[src/rtl/gpio_bus_arb.sv]
// Two-requester round-robin arbiter and sequencer for the GPIO local bus.
// Each grant becomes one registered bus cycle, then a fixed read latency, then a one-cycle ack.
module gpio_bus_arb #(
  parameter int XLEN   = 32,
  parameter int AWIDTH = 8,
  parameter int RD_LAT = 1
) (
  input  logic              clk,
  input  logic              rst,
  input  logic              req0,
  input  logic              req1,
  input  logic [AWIDTH-1:0] addr0,
  input  logic [AWIDTH-1:0] addr1,
  input  logic [2:0]        we0,
  input  logic [2:0]        we1,
  input  logic [XLEN-1:0]   wdata0,
  input  logic [XLEN-1:0]   wdata1,
  output logic              ack0,
  output logic              ack1,
  output logic [XLEN-1:0]   rdata0,
  output logic [XLEN-1:0]   rdata1,
  output logic              sel,
  output logic [AWIDTH-1:0] addr,
  output logic [2:0]        we,
  output logic [XLEN-1:0]   wdata,
  input  logic [XLEN-1:0]   rdata
);

  typedef enum logic [1:0] {S_IDLE, S_ISSUE, S_WAIT, S_RESP} state_t;

  // WAIT is skipped entirely when the latency is a single cycle.
  localparam logic [1:0] WAIT_LOAD = (RD_LAT > 1) ? 2'(RD_LAT - 2) : 2'd0;

  state_t            state_q, state_d;
  logic              last_q, last_d;
  logic              win_q, win_d;
  logic [2:0]        we_lat_q, we_lat_d;
  logic [1:0]        cnt_q, cnt_d;
  logic              sel_q, sel_d;
  logic [AWIDTH-1:0] addr_q, addr_d;
  logic [2:0]        we_q, we_d;
  logic [XLEN-1:0]   wdata_q, wdata_d;
  logic              ack0_q, ack0_d;
  logic              ack1_q, ack1_d;
  logic [XLEN-1:0]   rdata0_q, rdata0_d;
  logic [XLEN-1:0]   rdata1_q, rdata1_d;
  logic              grant1;
  logic              enter_resp;

  always_comb begin
    state_d    = state_q;
    last_d     = last_q;
    win_d      = win_q;
    we_lat_d   = we_lat_q;
    cnt_d      = cnt_q;
    sel_d      = 1'b0;
    addr_d     = addr_q;
    we_d       = 3'd0;
    wdata_d    = wdata_q;
    ack0_d     = 1'b0;
    ack1_d     = 1'b0;
    rdata0_d   = rdata0_q;
    rdata1_d   = rdata1_q;
    enter_resp = 1'b0;
    // On a tie the requester that was not granted last time wins.
    grant1     = req1 & (~req0 | ~last_q);

    case (state_q)
      S_IDLE: begin
        if (req0 | req1) begin
          state_d  = S_ISSUE;
          win_d    = grant1;
          last_d   = grant1;
          sel_d    = 1'b1;
          addr_d   = grant1 ? addr1 : addr0;
          we_d     = grant1 ? we1 : we0;
          wdata_d  = grant1 ? wdata1 : wdata0;
          we_lat_d = grant1 ? we1 : we0;
        end
      end
      S_ISSUE: begin
        if (RD_LAT <= 1) begin
          state_d    = S_RESP;
          enter_resp = 1'b1;
        end else begin
          state_d = S_WAIT;
          cnt_d   = WAIT_LOAD;
        end
      end
      S_WAIT: begin
        if (cnt_q == 2'd0) begin
          state_d    = S_RESP;
          enter_resp = 1'b1;
        end else begin
          cnt_d = cnt_q - 2'd1;
        end
      end
      S_RESP: begin
        state_d = S_IDLE;
      end
      default: begin
        state_d = S_IDLE;
      end
    endcase

    // Bus read data is captured on the same edge that raises the ack.
    if (enter_resp) begin
      ack0_d = ~win_q;
      ack1_d = win_q;
      if (we_lat_q == 3'd0) begin
        if (win_q) rdata1_d = rdata;
        else       rdata0_d = rdata;
      end
    end
  end

  always_ff @(posedge clk or posedge rst) begin
    if (rst) begin
      state_q  <= S_IDLE;
      last_q   <= 1'b1;
      win_q    <= 1'b0;
      we_lat_q <= 3'd0;
      cnt_q    <= 2'd0;
      sel_q    <= 1'b0;
      addr_q   <= '0;
      we_q     <= 3'd0;
      wdata_q  <= '0;
      ack0_q   <= 1'b0;
      ack1_q   <= 1'b0;
      rdata0_q <= '0;
      rdata1_q <= '0;
    end else begin
      state_q  <= state_d;
      last_q   <= last_d;
      win_q    <= win_d;
      we_lat_q <= we_lat_d;
      cnt_q    <= cnt_d;
      sel_q    <= sel_d;
      addr_q   <= addr_d;
      we_q     <= we_d;
      wdata_q  <= wdata_d;
      ack0_q   <= ack0_d;
      ack1_q   <= ack1_d;
      rdata0_q <= rdata0_d;
      rdata1_q <= rdata1_d;
    end
  end

  assign sel    = sel_q;
  assign addr   = addr_q;
  assign we     = we_q;
  assign wdata  = wdata_q;
  assign ack0   = ack0_q;
  assign ack1   = ack1_q;
  assign rdata0 = rdata0_q;
  assign rdata1 = rdata1_q;

endmodule

[config.mk]
export PLATFORM = sky130hd
export DESIGN_NAME = gpio_bus_arb
export DESIGN_NICKNAME = d
export VERILOG_FILES = /design/src/rtl/gpio_bus_arb.sv
export SDC_FILE = /design/constraint.sdc
export NUM_CORES = 1
export LEC_CHECK = 0
export CAP_MARGIN = 5
export CORE_MARGIN = 2
export CORE_UTILIZATION = 38
export CTS_CLUSTER_DIAMETER = 50
export DETAILED_ROUTE_END_ITERATION = 10
export GPL_TIMING_DRIVEN = 0
export PLACE_DENSITY = 0.89
export SLEW_MARGIN = 20
export SYNTH_ARGS = -nofsm -noshare
export SYNTH_HDL_FRONTEND = slang
export SYNTH_SLANG_ARGS = --single-unit
[constraint.sdc]
create_clock -name clk -period 3.5 [get_ports clk]
set_input_delay 0.35 -clock clk [delete_from_list [all_inputs] [get_ports clk]]
set_output_delay 0.35 -clock clk [all_outputs]
set_load 0.02 [all_outputs]
==> results of run 1 <==
[placed cells by master, fill, tap and decap left out, types with 2 or more instances in the layout]
cell type and n:
buf_12 5, buf_2 3, buf_6 8, bufinv_16 7
clkbuf_1 6, clkbuf_16 17, clkbuf_8 3, clkdlybuf4s50_1 231
clkinv_2 2, clkinvlp_4 3, dfrtp_1 118, ha_1 5
inv_1 5, mux2_2 33, mux2_4 32, mux2i_1 44
nand2_1 45, nor2_1 5, o21ai_0 40, o21ai_1 5
[cell type report]
class	count	area [um2]	share of cell area (%)
inverter	6	26.3	0.314
buffer	21	195	2.33
sequential	119	2980	35.6
clock inverter	12	244	2.91
tap	176	220	2.63
multi-input combinational	221	1870	22.3
timing repair buffer	234	2380	28.4
clock buffer	20	467	5.57
[sequential cells by signal (all words and copies together), names as in the netlist]
name and cells:
rdata0 32, sel 1, ack0 1, we_lat_q 3, last_q 1, we 3, cnt_q 2, ack1 1
state_q 2, win_q 1, rdata1 32, wdata 32, addr 8
[logic make-up after synthesis]
group | share of synthesized area (%)
xor gates and xnor gates | 0.173
buffers and inverters | 4.30
adders and majority gates | 1.24
muxes | 25.5
AOI/OAI and AO/OA | 5.29
DFF | 58.8
and+or+nand+nor | 4.65
[critical path: stages, from the launching register on]
cell,delay [ps]
dfrtp_1,370
inv_1,80
ha_1,260
o21ai_1,430
clkbuf_1,430
nand2_1,100
o21ai_0,120
[per-stage QoR]
stage          utilization (%)  setup slack [ps]  power, uW
2_1_floorplan                -              1700       4320
3_3_place_gp              57.8               666       5940
3_5_place_dp              58.4              1260       6070
4_1_cts                   63.8              1520       8200
5_1_grt                   63.8              1390       8520
6_report                  63.8              1600       8120
[where the power goes]
group | leakage [uW] | internal, uW | switching (uW)
registers | 0.00143 | 2050 | 382
clock network | 0.000343 | 1460 | 606
logic | 0.00189 | 1920 | 1700
total | 0.00367 | 5430 | 2680
[metal layers]
metal	GRT usage, %	vias up	part of all wire, %
met5	0	-	0
met4	7.28	0	0.87
met3	6.90	11	7.5
met2	35.4	171	53
met1	21.5	1921	39
li1	-	1780	-
[worst max path at each step]
| stage | slack [ps] | cells after the start | to |
|---|---|---|---|
| 2_1_floorplan | 1700 | 1 | ack0$_DFF_PP0_ |
| 3_3_place_gp | 670 | 2 | wdata[31]$_DFFE_PP0P_ |
| 3_5_place_dp | 1260 | 4 | wdata[30]$_DFFE_PP0P_ |
| 4_1_cts | 1520 | 5 | wdata[6]$_DFFE_PP0P_ |
| 5_1_grt | 1390 | 5 | wdata[30]$_DFFE_PP0P_ |
| 6_report | 1600 | 6 | wdata[6]$_DFFE_PP0P_ |
==> flow_summary.toml, run 1 <==
[cts]
clk_latency_ps = 410
post-cts-setup-buffer-count = 0
clk_pin_slew_ps = 50
clk_path_buf_depth = 2
cts.sinks = 119
hold_buffers = 0
root_buffer = "clkbuf_16"
ctsResizeCount = 0
cts_made_buffers = 17
tritoncts = "yes"
htreeDepth = 4

[synth]
ys_ff_latch = 119
synth-seq-area-share_pct = 58.8
netlist_area_um2 = 5060
ys_warn_count = 0
syn_inst = 367
synthDistinctLibCells = 28
syn_nets = 494
synth.most_common_cell = "dfrtp_1"
avgSynthCellArea_um2 = 13.8
synthFlopType = "dfrtp_1"
yosys.area.top_type = "dfrtp_1"
synth_edf_count = 0
synth_top_cell_area_share_pct = 58.3
synth_common_cells = "118 x dfrtp_1, 45 x nand2_1, 44 x mux2i_1"
synth-async-reset-ratio_pct = 100
synthTopCellsByArea = "dfrtp_1 58%, mux2_4 9.5%, mux2i_1 8.7%"

[critical_path]
r2r-end = "wdata[6]$_DFFE_PP0P_"
r2r_cells = 6
r2r-start = "state_q[0]$_DFFE_PP0P_"
cp-end-kind = "register"
arrival_ps = 2200
startpoint_type = "register"
worstSetupPathType = "reg -> reg"
r2r_setup_slack_ps = 1600
startpoint = "state_q[0]$_DFFE_PP0P_"
path_max_fanout = 10
cp.required_ps = 3800

[sta]
finalClockSkew_ps = 9.11
max_freq_mhz = 527
final_max_slew_viol_count = 0
finalSetupViolCount = 0
hold_violations = 0
period_needed_ps = 1900
tightest_slew_ps = 746
rsz0062_at_grt = "no"
max_slew_margin_pct = 49.9
hold_ws_ps = 412
post-route-period-util_pct = 54.2
finalSetupTns_ps = 0

[global_routing]
grt-ovfl-total = 0
antenna_found_initial = 0
grt_pass1_vias = 4253
track_usage_pct = 19.7
grt_max_degree = 35
grt_pass1_wl_um = 21700

[floorplan]
pin_count = 232
start_util_pct = 38.5
num_rows = 42
die_x_um = 119
core_um2 = 13100
dieArea_um2 = 14300
die_h_um = 119

[finish]
finalNonFillerCells = 809
n_fill_cell = 982
nets = 747
drive_gt1_share_pct = 19.0
fin_area_um2 = 8380
area_growth_pct = 65.5
insertedDiodeCount = 0

[min_path]
min_path_type = "in -> async"

[placed_design]
dp_hpwl_um = 10200
dp_cells = 777
gp_congestion = 0.746
io_buffers = 231
placed_area_um2 = 7670

[drt]
drcViolationCount = 0
detail_route.wl_per_cell_um = 16.7
postRouteAntennaNets = 0
vias = 3883
routed_wl_um = 13500
drtIter0Drc = 128
dr.pass1.iters = 4
avgViaCountPerCell = 4.80

[power_and_ir_drop]
powerDensity_nw_per_um2 = 969
ir_drop_v = 0.000381
p_leak_uw = 0.00367

[job]
maxCapViolations = 0

[status]
status = "finished clean"
Note: power is estimated with default switching activity, not from simulation.
==> run 2, diff against run 1 <==
Clock period 3.5 ns to 1.7 ns, I/O delays scaled along.
==> run 2 against run 1 <==
Effect of this change: the run now ends with setup timing left; utilization increased by 0.74 points; clock-buffer cell count unchanged; critical path depth increased by 1; sequential cell count unchanged; sequential power increased by 110%; global-route usage about the same; first-iteration DRC count decreased by 0.78%; combinational power increased by 110%; final cell count increased by 0.74%; clock skew decreased by 2.7 ps; clock power increased by 110%; via count increased by 0.10%; critical path type unchanged; largest cell class unchanged; largest power group unchanged.
==> flow_summary.toml, run 2 (synthesized netlist as in run 1, its figures left out) <==
[status]
status = "complete, but fails checks"
violations = "setup timing"

[cts]
root_buffer = "clkbuf_16"
clk_pin_slew_ps = 50
cts.sinks = 119
htreeDepth = 4
clk_latency_ps = 400
hold_buffers = 0
tritoncts = "yes"
clk_path_buf_depth = 2
cts_made_buffers = 17

[critical_path]
arrival_ps = 2100
cp.required_ps = 1980
r2r_cells = 7
crit_path_end = "rdata0[8]$_DFFE_PP0P_"
cp-end-kind = "register"
r2r-end = "rdata0[8]$_DFFE_PP0P_"
r2r-start = "state_q[0]$_DFFE_PP0P_"
path_max_fanout = 10
startpoint_type = "register"
r2r_setup_slack_ps = -110
worstSetupPathType = "reg -> reg"
startpoint = "state_q[0]$_DFFE_PP0P_"

[sta]
period_needed_ps = 1810
finalSetupTns_ps = -5270
max_slew_margin_pct = 51.4
hold_ws_ps = 236
worst_slack_ps = -111
max_freq_mhz = 552
hold_violations = 0
final_max_slew_viol_count = 0
tightest_slew_ps = 728
finalSetupViolCount = 62
post-route-period-util_pct = 107
rsz0062_at_grt = "yes"
finalClockSkew_ps = 6.37

[power_and_ir_drop]
ir_drop_v = 0.000788
powerDensity_nw_per_um2 = 2000
pwr-share-clk_pct = 25.2
p_leak_uw = 0.00371
power_frac_seq_pct = 29.7
p_sw_share_pct = 33.1
comb_power_share_pct = 45.1
internal_power_uw = 11300
switchingPower_uw = 5600

[finish]
area_growth_pct = 67.4
layout_common_cells = "231 x clkdlybuf4s50_1, 118 x dfrtp_1, 45 x nand2_1"
drive_gt1_share_pct = 21.1
final_common_cell = "clkdlybuf4s50_1"
insertedDiodeCount = 0
nets = 753

[drt]
drcViolationCount = 0
avgViaCountPerCell = 4.77
drtIter0Drc = 127
postRouteAntennaNets = 0
detail_route.wl_per_cell_um = 16.8
routed_wl_um = 13700
vias = 3887
dr.pass1.iters = 4

[global_routing]
grt_pass1_wl_um = 21700
grt-busiest-layer = "met2"
grt_util_met1_pct = 21.8
grt_max_degree = 35
grt.met3_usage_pct = 6.61
track_usage_pct = 19.8
grt-ovfl-total = 0
grt_pass1_vias = 4247
grt_use_met2_pct = 35.3
antenna_found_initial = 0

[floorplan]
core_um2 = 13100
die_x_um = 119
dieArea_um2 = 14300
die_h_um = 119
start_util_pct = 38.5
num_rows = 42
pin_count = 232

[min_path]
min_path_type = "in -> async"

[placed_design]
gp_congestion = 0.746
io_buffers = 231
dp_hpwl_um = 10200

[job]
maxCapViolations = 0
-- run 2: worst max-delay path, stage by stage (launching register included) --
cell	delay [ps]
dfrtp_1	400
inv_2	130
ha_4	150
a21o_1	170
and4b_1	220
buf_6	150
buf_12	160
mux2_4	310
-- run 2: worst min-delay path by stage --
stage / end
after floorplan: last_q$_DFFE_PP1P_
after detailed placement: cnt_q[0]$_DFFE_PP0P_
after CTS: rdata0[16]$_DFFE_PP0P_
after global routing: rdata0[17]$_DFFE_PP0P_
final: rdata0[16]$_DFFE_PP0P_
after global placement: wdata[14]$_DFFE_PP0P_
-- run 2: through the flow --
stage | setup slack, ps | instance area (um2) | util (%) | instances | power, uW
final | -111 | 8480 | 64.5 | 815 | 16900
after global routing | -166 | 8480 | 64.5 | 815 | 17800
after CTS | -67.9 | 8420 | 64.1 | 812 | 17000
after detailed placement | -361 | 7670 | 58.4 | 777 | 12500
after global placement | -954 | 7600 | 57.8 | 774 | 12200
after floorplan | 21.8 | 5070 | - | 367 | 8890
-- run 2: routing by layer --
metal / vias up / share of wire (%)
met5: - / 0
met4: 0 / 1.3
met3: 14 / 7.1
met2: 168 / 52
met1: 1912 / 39
li1: 1793 / -
-- run 2: final cells by class --
class	count	area, um2
plain buffers	21	199
clock buffers	20	467
clock inverters	12	244
fillers	974	4660
inverters	6	26.3
multi-input cells	221	1900
flip-flops and latches	119	2980
well taps	176	220
repair buffers	240	2440
-- run 2: power by group through the flow --
stage,Combinational (uW),Sequential [uW],Clock (uW)
after CTS,7620,5010,4350
after floorplan,2380,6510,0
final,7630,5020,4260
after global routing,8100,5160,4490
after global placement,7290,4930,0
after detailed placement,7470,5030,0
-- run 2: repair_timing --
| item | in CTS | in global routing |
|---|---|---|
| cloned | 0 | 1 |
| setup buffers | 3 | 2 |
| pin swaps | 1 | 0 |
| endpoints found under the setup margin | 108 | 72 |
| gates resized for setup | 4 | 10 |
==> run 3, diff against run 2 <==
Settings changed: CORE_UTILIZATION 38 to 39, PLACE_DENSITY 0.89 to 0.88.
Clock period 1.7 ns to 1.9 ns, I/O delays scaled along.
==> run 3 against run 2 <==
Effect of this change: the run now ends clean; sequential cell count unchanged; via count decreased by 0.33%; die area decreased by 2.5%; non-clock buffer count decreased by 3; cell area decreased by 1.6%; fmax increased by 1.6%; setup slack improved by 230 ps; register-to-register slack improved by 230 ps; clock skew decreased by 1.6 ps; sequential share of layout area increased by 0.57 points; final cell count decreased by 0.86%; critical path depth decreased by 1; critical path type unchanged.
==> flow_summary.toml, run 3 (synthesized netlist as in run 1, its figures left out) <==
[sta]
rsz0062_at_grt = "yes"
max_freq_mhz = 561
finalSetupViolCount = 0
tightest_slew_ps = 471
final_max_slew_viol_count = 0
period_needed_ps = 1780
hold_ws_ps = 75.6
post-route-period-util_pct = 93.9
max_slew_margin_pct = 68.6
worst_slack_ps = 117
finalClockSkew_ps = 4.75
hold_violations = 0

[critical_path]
r2r_cells = 6
cp-end-kind = "register"
startpoint_type = "register"
r2r_setup_slack_ps = 120
r2r-start = "state_q[1]$_DFFE_PP0P_"
cp.required_ps = 2190
arrival_ps = 2080
r2r-end = "rdata0[6]$_DFFE_PP0P_"
path_max_fanout = 10
worstSetupPathType = "reg -> reg"

[finish]
drive_gt1_share_pct = 19.7
nets = 750
n_fill_cell = 912
final_common_cell = "clkdlybuf4s50_1"
layout_common_cells = "231 x clkdlybuf4s50_1, 118 x dfrtp_1, 45 x nand2_1"
area_growth_pct = 64.7
insertedDiodeCount = 0

[job]
maxCapViolations = 0

[cts]
clk_path_buf_depth = 2
root_buffer = "clkbuf_16"
tritoncts = "yes"
hold_buffers = 0
cts_made_buffers = 17
clk_latency_ps = 420
clk_pin_slew_ps = 50
cts.sinks = 119
htreeDepth = 4

[drt]
detail_route.wl_per_cell_um = 17.6
drcViolationCount = 0
drtIter0Drc = 189
dr.pass1.iters = 4
vias = 3874
routed_wl_um = 14200
avgViaCountPerCell = 4.79
postRouteAntennaNets = 0

[floorplan]
dieArea_um2 = 13900
die_h_um = 118
num_rows = 41
die_x_um = 118
core_um2 = 12700
start_util_pct = 40.0
pin_count = 232

[global_routing]
grt_pass1_vias = 4270
antenna_found_initial = 0
grt_max_degree = 35
grt_pass1_wl_um = 23000
grt-ovfl-total = 0
track_usage_pct = 21.5

[power_and_ir_drop]
power_uw = 14600
powerDensity_nw_per_um2 = 1750
ir_drop_v = 0.000701
p_leak_uw = 0.00366

[min_path]
min_path_type = "in -> async"

[placed_design]
gp_congestion = 0.771
dp_slack_ps = -224
dp_hpwl_um = 10800
io_buffers = 231

[status]
status = "finished clean"
## run 3: cell count changes in the layout (fill, tap and decap cells not counted), sizes merged
cell and delta:
clkbuf +4, buf -2, inv -1, clkinv +1, bufinv -4, clkinvlp -1
## run 3: worst max path at each step
stage                           start                     end  slack, ps  cells past startpoint
2_1_floorplan  state_q[0]$_DFFE_PP0P_   rdata0[0]$_DFFE_PP0P_        220                      7
3_3_place_gp                      rst  rdata0[28]$_DFFE_PP0P_       -810                      2
3_5_place_dp                     req0   wdata[23]$_DFFE_PP0P_       -220                      5
4_1_cts        state_q[0]$_DFFE_PP0P_   rdata0[6]$_DFFE_PP0P_         60                      7
5_1_grt        state_q[0]$_DFFE_PP0P_  rdata0[22]$_DFFE_PP0P_         -6                      7
6_report       state_q[1]$_DFFE_PP0P_   rdata0[6]$_DFFE_PP0P_        120                      6
## run 3: worst max-delay path, cell delays in order (launching register included)
cell and delay (ps):
dfrtp_1 390, inv_1 80, ha_1 350, and4b_1 230, buf_6 150, buf_12 150
mux2_4 310
## run 3: report_power, final
group	internal (uW)	leakage (uW)	switching, uW
registers	3780	0.00143	722
clock network	2300	0.000315	1100
logic	3550	0.00191	3180
## run 3: through the flow
step                      cells  cell area [um2]  utilization [%]  setup TNS (ps)
final                       808             8340             65.8               0
after global routing        808             8340             65.8           -24.6
after CTS                   806             8330             65.7               0
after detailed placement    774             7680             60.6           -6410
after global placement      770             7590             59.9         -100380
after floorplan             367             5070                -               0
## run 3: per-layer routing
layer	track usage (%)	vias up	part of all wire (%)
met1	23.5	1878	39
met3	7.46	25	7.4
met2	37.4	182	51
li1	-	1789	-
met5	0	-	0
met4	9.79	0	2.4
## run 3: cell type report
cell class	count	area [um2]	share of cell area [%]
buffer	21	196	2.36
sequential	119	2980	35.7
tap	172	215	2.58
inverter	6	26.3	0.315
clock buffer	25	526	6.30
clock inverter	7	113	1.35
multi-input combinational	221	1870	22.4
timing repair buffer	237	2410	29.0
## run 3: timing repair
action | 4_1_cts | 5_1_grt
endpoints found under the setup margin | 25 | 32
pin swaps | 0 | 1
resized for setup | 2 | 1
buffers inserted | 0 | 2
==> RTL change (config.mk and constraints of run 2) <==
`wdata_q` no longer has a reset.
--- a/src/rtl/gpio_bus_arb.sv
+++ b/src/rtl/gpio_bus_arb.sv
@@ -124,7 +124,6 @@
       sel_q    <= 1'b0;
       addr_q   <= '0;
       we_q     <= 3'd0;
-      wdata_q  <= '0;
       ack0_q   <= 1'b0;
       ack1_q   <= 1'b0;
       rdata0_q <= '0;
@@ -138,12 +137,15 @@
       sel_q    <= sel_d;
       addr_q   <= addr_d;
       we_q     <= we_d;
-      wdata_q  <= wdata_d;
       ack0_q   <= ack0_d;
       ack1_q   <= ack1_d;
       rdata0_q <= rdata0_d;
       rdata1_q <= rdata1_d;
     end
+  end
+
+  always_ff @(posedge clk) begin
+    wdata_q <= wdata_d;
   end
 
   assign sel    = sel_q;
Behaviour: not the same (a bounded check fails within 4 cycles, from zero or initial values and one cycle with rst high).
==> RTL change against run 2 <==
The run still ends with negative setup slack left. Sequential cell count unchanged. Count of clock-buffer cells in the layout up 5. Design area down 0.93%. Via count down 9.8%. Maximum frequency down 2.1%. Critical path depth unchanged. Setup slack worse by 0.039 ns. Core utilization up 4.8 points. Clock power down 15%. Wire length down 3.6%. Area after synthesis down 5.9%. Total power down 12%. Critical path type unchanged.
==> RTL change: results (changes against run 2) <==
Placement:
- The HPWL after detailed placement is 9280 um (was 10200 um).
- The final RePlAce weighted congestion came to 0.736 (was 0.746).
- The number of cells after detailed placement came to 696 (was 777).
- The instance area at placement is 0.00739 mm2 (was 0.00767 mm2).

Logic synthesis:
- Synth cell count leaders: 95 x sky130_fd_sc_hd__mux2_2, 86 x sky130_fd_sc_hd__dfrtp_1, 32 x sky130_fd_sc_hd__edfxtp_1 (was 118 x sky130_fd_sc_hd__dfrtp_1, 45 x sky130_fd_sc_hd__nand2_1, 44 x sky130_fd_sc_hd__mux2i_1).
- The number of flops mapped to enable cells by yosys came to 32 (was 0).
- The top-area cell type share of the netlist area is 45.2% (was 58.3%).
- The async set or reset register ratio after synthesis is 73.1% (was 100%).
- The net count after synthesis is 422 (was 494).
- The share of the yosys chip area belonging to registers is 65.9% (was 58.8%).
- The mean area per synthesized cell is 16.2 um2 (was 13.8 um2).

Routing:
- The routed wire length came to 13200 um (was 13700 um).
- The number of design-rule violations left by the first detailed-router iteration came to 128 (was 127).

Status:
- Run status: finished, violations left (unchanged).
- Failing checks: negative setup slack (unchanged).

STA:
- The clock skew was 0.00663 ns (was 0.00637 ns).
- The worst-case setup margin in the final layout is -0.150 ns (was -0.111 ns).
- The final number of setup-violating endpoints is 59 (was 62).
- The worst-case headroom to the max-slew limit is 59.9% (was 51.4%).

Cells and area:
- The fraction of layout instances using a drive strength above 1 is 29.2% (was 21.1%).
- The count of filler cells inserted in the layout is 861 (was 974).
- The count of nets after finishing is 689 (was 753).
- The non-filler instance count after layout is 743 (was 815).

Global route:
- The number of global-route vias before repair came to 3853 (was 4247).
- The largest net degree at the start of global routing was 34 (was 35).

Pwr:
- The switching power was 4.66 mW (was 5.60 mW).
- The static leakage power is 3.44 nW (was 3.71 nW).
## RTL change: changes by cell type in the layout (fill, tap and decap cells not counted), moves of 20 or more
cell                       change
sky130_fd_sc_hd__dfrtp_1      -32
sky130_fd_sc_hd__edfxtp_1     +32
sky130_fd_sc_hd__mux2_2       +20
sky130_fd_sc_hd__mux2i_1      -32
sky130_fd_sc_hd__nand2_1      -33
sky130_fd_sc_hd__o21ai_0      -28
## RTL change: critical path, delay by kind of cell, from the launching register on
family	cells	cell delay, ns
compound gates	1	0.08
simple gates	1	0.30
fa+ha+maj	1	0.17
flops	1	0.40
buf+inv	3	0.44
mux	1	0.33
## RTL change: final cells by class
| type | instances | share of cell area (%) |
|---|---|---|
| Timing Repair inverter | 1 | 0.0894 |
| Buffer | 11 | 1.52 |
| Timing Repair Buffer | 249 | 30.2 |
| Clock buffer | 25 | 6.17 |
| Sequential cell | 119 | 37.4 |
| Tap cell | 168 | 2.50 |
| Multi-Input combinational cell | 157 | 20.7 |
| Inverter | 6 | 0.358 |
| Clock inverter | 7 | 1.04 |
## RTL change: cell families after synthesis
| kind of cell | after synthesis | synth area share [%] |
|---|---|---|
| flip-flops | 119 | 65.9 |
| buffers and inverters | 19 | 2.34 |
| XOR/XNOR | 1 | 0.184 |
| multiplexers | 109 | 25.4 |
| AO/OA/AOI/OAI | 19 | 2.21 |
| adder cells (fa/ha/maj) | 5 | 1.31 |
| AND/OR/NAND/NOR | 23 | 2.65 |
## RTL change: power groups by stage
stage | Sequential, mW | Clock [mW] | Combinational, mW
6_report | 4.71 | 3.60 | 6.49
5_1_grt | 4.84 | 3.82 | 6.81
4_1_cts | 4.69 | 3.65 | 6.16
3_5_place_dp | 4.74 | 0 | 5.76
3_3_place_gp | 4.67 | 0 | 5.62
2_1_floorplan | 5.92 | 0 | 1.76
## RTL change: metal layers
| layer | vias to the layer above | GRT usage, % | share of wire (%) |
|---|---|---|---|
| met5 | - | 0 | 0 |
| met4 | 0 | 8.81 | 2.4 |
| met3 | 25 | 5.28 | 4.6 |
| met2 | 120 | 35.0 | 56 |
| met1 | 1767 | 20.8 | 37 |
| li1 | 1595 | - | - |
## RTL change: how the worst min path moves through the flow
stage	startpoint	to	slack [ns]	depth (start not counted)
after global routing	rst	rdata1[14]	0.25	2
after floorplan	req0	last_q	0.24	1
after global placement	cnt_q[0]	cnt_q[0]	0.46	1
final	rst	rdata1[14]	0.19	2
after detailed placement	addr[0]	addr[0]	0.47	2
after CTS	rst	rdata1[14]	0.19	2
## RTL change: what timing repair did
item / CTS / global route
hold buffers: 0 / 0
pin swaps: 3 / 3
cloned: 4 / 0
setup endpoints to repair: 104 / 65
buffers inserted: 15 / 1
resized for setup: 24 / 54
